File: src/rtl/ryu_pkg.sv
// ryu_pkg: shared state, sprite and direction encodings for the Ryu motion controller
package ryu_pkg;
    localparam int SPRITE_W = 107;
    localparam int SPRITE_H = 144;
    typedef enum logic [1:0] {SPR_STAND, SPR_WALK, SPR_CROUCH, SPR_JUMP} sprite_sel_t;
    typedef enum logic [2:0] {ST_IDLE, ST_WALK, ST_CROUCH, ST_JUMP, ST_LAND} motion_state_t;
    typedef enum logic [1:0] {DIR_NONE, DIR_RIGHT, DIR_LEFT} dir_t;
    function automatic sprite_sel_t sprite_of(motion_state_t s);
        return s == ST_WALK ? SPR_WALK :
               s == ST_JUMP ? SPR_JUMP :
               (s == ST_CROUCH || s == ST_LAND) ? SPR_CROUCH : SPR_STAND;
    endfunction
endpackage

File: src/rtl/ryu_jump_integrator.sv
// ryu_jump_integrator: vertical position/velocity integrator with ceiling and ground clamps
module ryu_jump_integrator #(
    parameter int GROUND_Y = 300,
    parameter int Y_MIN    = 0,
    parameter int JUMP_V   = 12,
    parameter int GRAVITY  = 1
) (
    input  logic       vga_clk,
    input  logic       reset,
    input  logic       launch,
    input  logic       step,
    output logic [9:0] y,
    output logic       landed
);
    localparam logic signed [10:0] GY_S   = 11'(GROUND_Y);
    localparam logic signed [10:0] YMIN_S = 11'(Y_MIN);
    localparam logic signed [5:0]  JV     = 6'(JUMP_V);
    localparam logic signed [5:0]  GR     = 6'(GRAVITY);
    logic [9:0]         y_q, y_d;
    logic signed [5:0]  vy_q, vy_d;
    logic signed [10:0] y_cur, vy_ext, y_next;
    assign y_cur  = {1'b0, y_q};
    assign vy_ext = {{5{vy_q[5]}}, vy_q};
    assign y_next = y_cur + vy_ext;
    assign landed = step & ~vy_q[5] & (|vy_q) & (y_next >= GY_S);
    assign y      = y_q;
    always_comb begin
        y_d  = y_q;
        vy_d = vy_q;
        if (launch) begin
            vy_d = -JV;
        end else if (step) begin
            y_d  = landed ? GY_S[9:0] : (y_next < YMIN_S) ? YMIN_S[9:0] : y_next[9:0];
            vy_d = landed ? 6'sd0 : vy_q + GR;
        end
    end
    always_ff @(posedge vga_clk) begin
        if (reset) begin
            y_q  <= 10'(GROUND_Y);
            vy_q <= '0;
        end else begin
            y_q  <= y_d;
            vy_q <= vy_d;
        end
    end
endmodule

File: src/rtl/ryu_motion_ctrl.sv
// ryu_motion_ctrl: per-frame Ryu state machine, X motion and sprite selection
module ryu_motion_ctrl
    import ryu_pkg::*;
#(
    parameter int START_X     = 100,
    parameter int GROUND_Y    = 300,
    parameter int Y_MIN       = 0,
    parameter int X_MIN       = 0,
    parameter int X_MAX       = 640 - SPRITE_W,
    parameter int WALK_SPEED  = 2,
    parameter int JUMP_V      = 12,
    parameter int GRAVITY     = 1,
    parameter int LAND_FRAMES = 4
) (
    input  logic       vga_clk,
    input  logic       reset,
    input  logic       frame_tick,
    input  logic       key_left,
    input  logic       key_right,
    input  logic       key_jump,
    input  logic       key_crouch,
    output logic [9:0] ryu_x,
    output logic [9:0] ryu_y,
    output logic [1:0] sprite_sel,
    output logic       facing_left,
    output logic       airborne
);
    localparam logic [10:0] WS    = 11'(WALK_SPEED);
    localparam logic [10:0] XMIN  = 11'(X_MIN);
    localparam logic [10:0] XMAX  = 11'(X_MAX);
    localparam logic [3:0]  LAND0 = 4'(LAND_FRAMES - 1);
    motion_state_t state_q, state_d;
    dir_t          hdir_q, hdir_d, dir, mv_dir;
    logic [9:0]    x_q, x_d;
    logic [10:0]   x_cur, x_right, x_left;
    logic [3:0]    land_q, land_d;
    logic          facing_q, facing_d, jump_prev_q, jump_prev_d;
    logic          jump_edge, launch, step, landed;
    assign dir       = (key_right & ~key_left) ? DIR_RIGHT : (key_left & ~key_right) ? DIR_LEFT : DIR_NONE;
    assign jump_edge = key_jump & ~jump_prev_q;
    always_comb begin
        state_d     = state_q;
        hdir_d      = hdir_q;
        facing_d    = facing_q;
        land_d      = land_q;
        jump_prev_d = jump_prev_q;
        launch      = 1'b0;
        step        = 1'b0;
        mv_dir      = DIR_NONE;
        if (frame_tick) begin
            jump_prev_d = key_jump;
            case (state_q)
                ST_JUMP: begin
                    step   = 1'b1;
                    mv_dir = hdir_q;
                    if (landed) begin
                        state_d = ST_LAND;
                        land_d  = LAND0;
                    end
                end
                ST_LAND: begin
                    state_d = (land_q == 4'd0) ? ST_IDLE : ST_LAND;
                    land_d  = (land_q == 4'd0) ? land_q : land_q - 4'd1;
                end
                default: begin
                    facing_d = (dir == DIR_NONE) ? facing_q : (dir == DIR_LEFT);
                    if (jump_edge) begin
                        state_d = ST_JUMP;
                        hdir_d  = dir;
                        launch  = 1'b1;
                    end else if (key_crouch) begin
                        state_d = ST_CROUCH;
                    end else if (dir != DIR_NONE) begin
                        state_d = ST_WALK;
                        mv_dir  = dir;
                    end else begin
                        state_d = ST_IDLE;
                    end
                end
            endcase
        end
    end
    // X arithmetic is widened by one bit so the right-hand clamp sees overflow past X_MAX
    assign x_cur   = {1'b0, x_q};
    assign x_right = x_cur + WS;
    assign x_left  = x_cur - WS;
    always_comb begin
        x_d = mv_dir == DIR_RIGHT ? ((x_right > XMAX) ? XMAX[9:0] : x_right[9:0]) :
              mv_dir == DIR_LEFT  ? ((x_cur < XMIN + WS) ? XMIN[9:0] : x_left[9:0]) : x_q;
    end
    always_ff @(posedge vga_clk) begin
        if (reset) begin
            state_q     <= ST_IDLE;
            hdir_q      <= DIR_NONE;
            x_q         <= 10'(START_X);
            facing_q    <= 1'b0;
            land_q      <= '0;
            jump_prev_q <= 1'b0;
        end else begin
            state_q     <= state_d;
            hdir_q      <= hdir_d;
            x_q         <= x_d;
            facing_q    <= facing_d;
            land_q      <= land_d;
            jump_prev_q <= jump_prev_d;
        end
    end
    ryu_jump_integrator #(
        .GROUND_Y (GROUND_Y),
        .Y_MIN    (Y_MIN),
        .JUMP_V   (JUMP_V),
        .GRAVITY  (GRAVITY)
    ) u_jump (
        .vga_clk (vga_clk),
        .reset   (reset),
        .launch  (launch),
        .step    (step),
        .y       (ryu_y),
        .landed  (landed)
    );
    assign ryu_x       = x_q;
    assign sprite_sel  = sprite_of(state_q);
    assign facing_left = facing_q;
    assign airborne    = (state_q == ST_JUMP);
endmodule

File: config.mk
export PLATFORM = sky130hd
export DESIGN_NAME = ryu_motion_ctrl
export DESIGN_NICKNAME = d
export VERILOG_FILES = /design/src/rtl/ryu_pkg.sv /design/src/rtl/ryu_jump_integrator.sv /design/src/rtl/ryu_motion_ctrl.sv
export SDC_FILE = /design/constraint.sdc
export NUM_CORES = 1
export LEC_CHECK = 0
export BUFFER_PORTS_ARGS = -buffer_cell sky130_fd_sc_hd__buf_2
export CAP_MARGIN = 20
export CORE_ASPECT_RATIO = 0.75
export CORE_MARGIN = 1.5
export CORE_UTILIZATION = 35
export CTS_CLUSTER_DIAMETER = 150
export DETAILED_ROUTE_END_ITERATION = 8
export GPL_ROUTABILITY_DRIVEN = 0
export PLACE_DENSITY = 0.59
export SETUP_SLACK_MARGIN = 0.5
export SYNTH_ARGS = -nofsm -noshare
export SYNTH_HDL_FRONTEND = slang
export SYNTH_HIERARCHICAL = 1
export SYNTH_SLANG_ARGS = --single-unit
File: constraint.sdc
create_clock -name vga_clk -period 3.7 [get_ports vga_clk]
set_clock_uncertainty 0.05 [all_clocks]
set_input_delay 0.74 -clock vga_clk [delete_from_list [all_inputs] [get_ports vga_clk]]
set_output_delay 0.74 -clock vga_clk [all_outputs]
set_load 0.01 [all_outputs]
==> impl_metrics.toml <==
[clock_network]
cts.sinks = 37
ctsHoldBuffers = 0
clk_pin_slew_worst_paths_ns = 0.06
clockRootBuffer = "clkbuf_16"
h-tree-depth = 2
clk_path_buf_depth = 2
clock_latency_ns = 0.29
cts_tree = "built"
cts_made_buffers = 5

[routing]
ant_nets = 0
drc = 0
drt_iter0_drc = 209
wl_um = 8713
avgRoutedWirePerCell_um = 15.87
dr.pass1.iters = 4
routed_via_density = 5.885
vias = 3231

[setup_path]
required_ns = 3.83
worstPathMaxFanout = 9
worst_ep_arrival_time_ns = 3.20
end_kind = "flop"
critPathKind = "flop to flop"
start_kind = "flop"

[yosys]
yosysSeqAreaShare_pct = 22.87
mappedNetlistArea_sq_mm = 0.003239
ys_warn_count = 6
synth_nets = 445
synth-edff-count = 0
async_flop_share_pct = 0
avgSynthCellArea_sq_um = 7.806
ys.flop_type = "dfxtp_1"
synthCells = 415
synth.distinct_cells = 80
synth_seq_cells = 37

[global_routing]
grt_max_degree = 43
grt_overflow_total = 0
grtUsageTotal_pct = 18.15
grt_first_pass_wirelength_um = 14490
grt_pass1_vias = 2898
antenna_found_initial = 0

[placed_design]
io_buffers = 30
dpl_cell_area_sq_mm = 0.003453
place_hpwl_um = 6211

[floorplan]
rows = 30
ios = 31
core-area_sq_mm = 0.009009
initial_core_util_pct = 35.96
die_y_um = 86.32
die-area_sq_mm = 0.009847
die_w_um = 114.1

[timing]
final.setup.tns_ns = 0
max_slew.worst_pin.slew_ns = 0.8466
max_freq_mhz = 326.1
slew_headroom_pct = 43.56
slew_viol_final = 0
worst_hold_slack_ns = 0.4249
rsz0062_at_grt = "true"
hold_viol = 0
min_period_ns = 3.066
finalSetupViolCount = 0
min_period_over_period_pct = 82.88

[job]
cap_violations = 0

[pwr]
powerDensity_mw_per_mm2 = 294.8
ir_drop_uv = 156.7
power.leakage_nw = 1.418

[outcome]
status = "finished, final reports clean"

[worst_hold_path]
min_path_type = "flop to flop"

[finish]
fill_cells = 918
syn_to_final_growth_pct = 14.06
post-route-util_pct = 41.01
fin_nets = 466
final_layout_size_suffix_gt1_share_pct = 18.76
num_antenna_cells = 0
design_area_sq_mm = 0.003695
-- where the power goes --
part           internal, mW  switching [mW]  total (mW)
Combinational        0.0951           0.132       0.227
Clock                 0.251           0.188       0.440
Sequential            0.408          0.0144       0.423
Total                 0.755           0.335        1.09
-- worst paths after layout --
kind / endpoint / cells past startpoint / startpoint / slack [ns]
worst min-delay path: u_jump/y[6] / 2 / u_jump/y[6] / 0.42
worst max-delay path: state_q[1] / 13 / u_jump/vy_q[0] / 0.63
worst max register to register: state_q[1] / 13 / u_jump/vy_q[0] / 0.63
worst min register to register: u_jump/y[6] / 2 / u_jump/y[6] / 0.42
-- layout make-up --
class / instances / area (sq um) / area share, %
repair buffers: 42 / 240.2 / 6.502
inverters: 25 / 93.84 / 2.540
clock buffers: 5 / 125.1 / 3.386
multi-input cells: 325 / 2328 / 63.02
clock inverters: 3 / 21.27 / 0.5757
flip-flops and latches: 37 / 745.7 / 20.18
well taps: 112 / 140.1 / 3.793
-- synth_stat cells, types with 3 or more instances --
master     n  share of area, %
o31a_1     3              0.81
a22o_1     3              0.81
nor3_1    11               1.7
nand3_1   12               1.9
a21o_1     7               1.6
a31oi_1    7               1.4
nand2b_1   8               1.5
nor4_1     7               1.4
clkbuf_1  18               2.1
o21ai_0   17               2.6
ha_1      22               8.5
dfxtp_1   37                23
nand3b_1   7               1.6
a21oi_1   32               4.9
xor2_1     5               1.4
and3_1     3              0.58
o22ai_1    5              0.97
buf_2      4              0.62
or2_2      4              0.77
a211oi_1   7               1.6
nor2_1    32               3.7
mux2i_1    7               2.2
a311oi_1   5               1.4
xnor2_1    5               1.4
o211ai_1   7               1.6
nand2_1   23               2.7
buf_4      3              0.70
a22oi_1    4              0.93
and2_1     3              0.58
nor2b_1    5              0.97
o31ai_1    9               2.1
nand4_1    6               1.2
inv_1     24               2.8
a221oi_1   4               1.1
-- stage by stage --
| stage | setup slack (ns) | cells | power (mW) |
|---|---|---|---|
| finish | 0.6336 | 549 | 1.089 |
| global route | 0.4630 | 549 | 1.138 |
| CTS | 0.5123 | 547 | 1.088 |
| detailed placement | 0.2814 | 537 | 0.6418 |
| global placement | 0.3934 | 537 | 0.6394 |
| floorplan | 0.5020 | 415 | 0.5932 |
-- logic make-up after synthesis --
logic type               after synthesis  share of synthesized area, %
adder cells (fa/ha/maj)               23                         9.115
flip-flops                            37                         22.87
XOR/XNOR                              10                         2.704
multiplexers                           8                         2.511
AND/OR/NAND/NOR                      144                         24.68
buffers and inverters                 53                         7.107
AO/OA/AOI/OAI                        140                         31.02
-- critical path, cell delays in order, from the launching register on --
cell       delay (ns)
dfxtp_4          0.38
ha_1             0.17
inv_1            0.06
fa_2             0.37
nor2b_2          0.16
o22ai_1          0.11
xnor2_1          0.17
a2bb2oi_2        0.19
o311ai_4         0.30
a21o_1           0.22
inv_2            0.06
buf_4            0.17
a22o_1           0.22
a2111oi_2        0.35
-- repair_timing --
item / CTS / global route
setup buffers: 2 / 2
setup endpoints to repair: 7 / 18
pin swaps: 2 / 4
gates resized for setup: 4 / 15
-- per-layer routing --
| metal | up-vias | GRT usage [%] | part of all wire (%) |
|---|---|---|---|
| li1 | 1617 | - | - |
| met1 | 1499 | 27.85 | 53 |
| met2 | 110 | 26.01 | 40 |
| met3 | 5 | 3.846 | 6.3 |
| met4 | 0 | 3.295 | 0.55 |
| met5 | - | 0 | 0 |
-- cells in the final DEF (no fill, tap or decap), types with 4 or more instances in the layout --
cell       Yosys  routed
inv_1         24      23
nand3_1       12      11
ha_1          22      20
buf_4          3      12
a22oi_1        4       4
buf_2          4      30
nand2_1       23      23
nand4_1        6       6
xor2_1         5       5
a311oi_1       5       4
o211ai_1       7       7
nor4_1         7       7
a21o_1         7       7
dfxtp_1       37      35
mux2i_1        7       7
nor2_1        32      31
a31oi_1        7       7
clkbuf_16      0       5
a21oi_1       32      32
nor2b_1        5       4
a211oi_1       7       7
o22ai_1        5       5
o21ai_0       17      16
nand3b_1       7       7
o31ai_1        9       8
or2_2          4       4
xnor2_1        5       5
nand2b_1       8       8
nor3_1        11      11
a221oi_1       4       4
-- sequential cells by signal, summed over array words and instances, names as in the netlist --
| name | cells |
|---|---|
| ryu_x | 10 |
| land_q | 4 |
| jump_prev_q | 1 |
| facing_left | 1 |
| u_jump/y | 10 |
| u_jump/vy_q | 6 |
| state_q | 3 |
| hdir_q | 2 |
(Power assumes the default switching activity.)
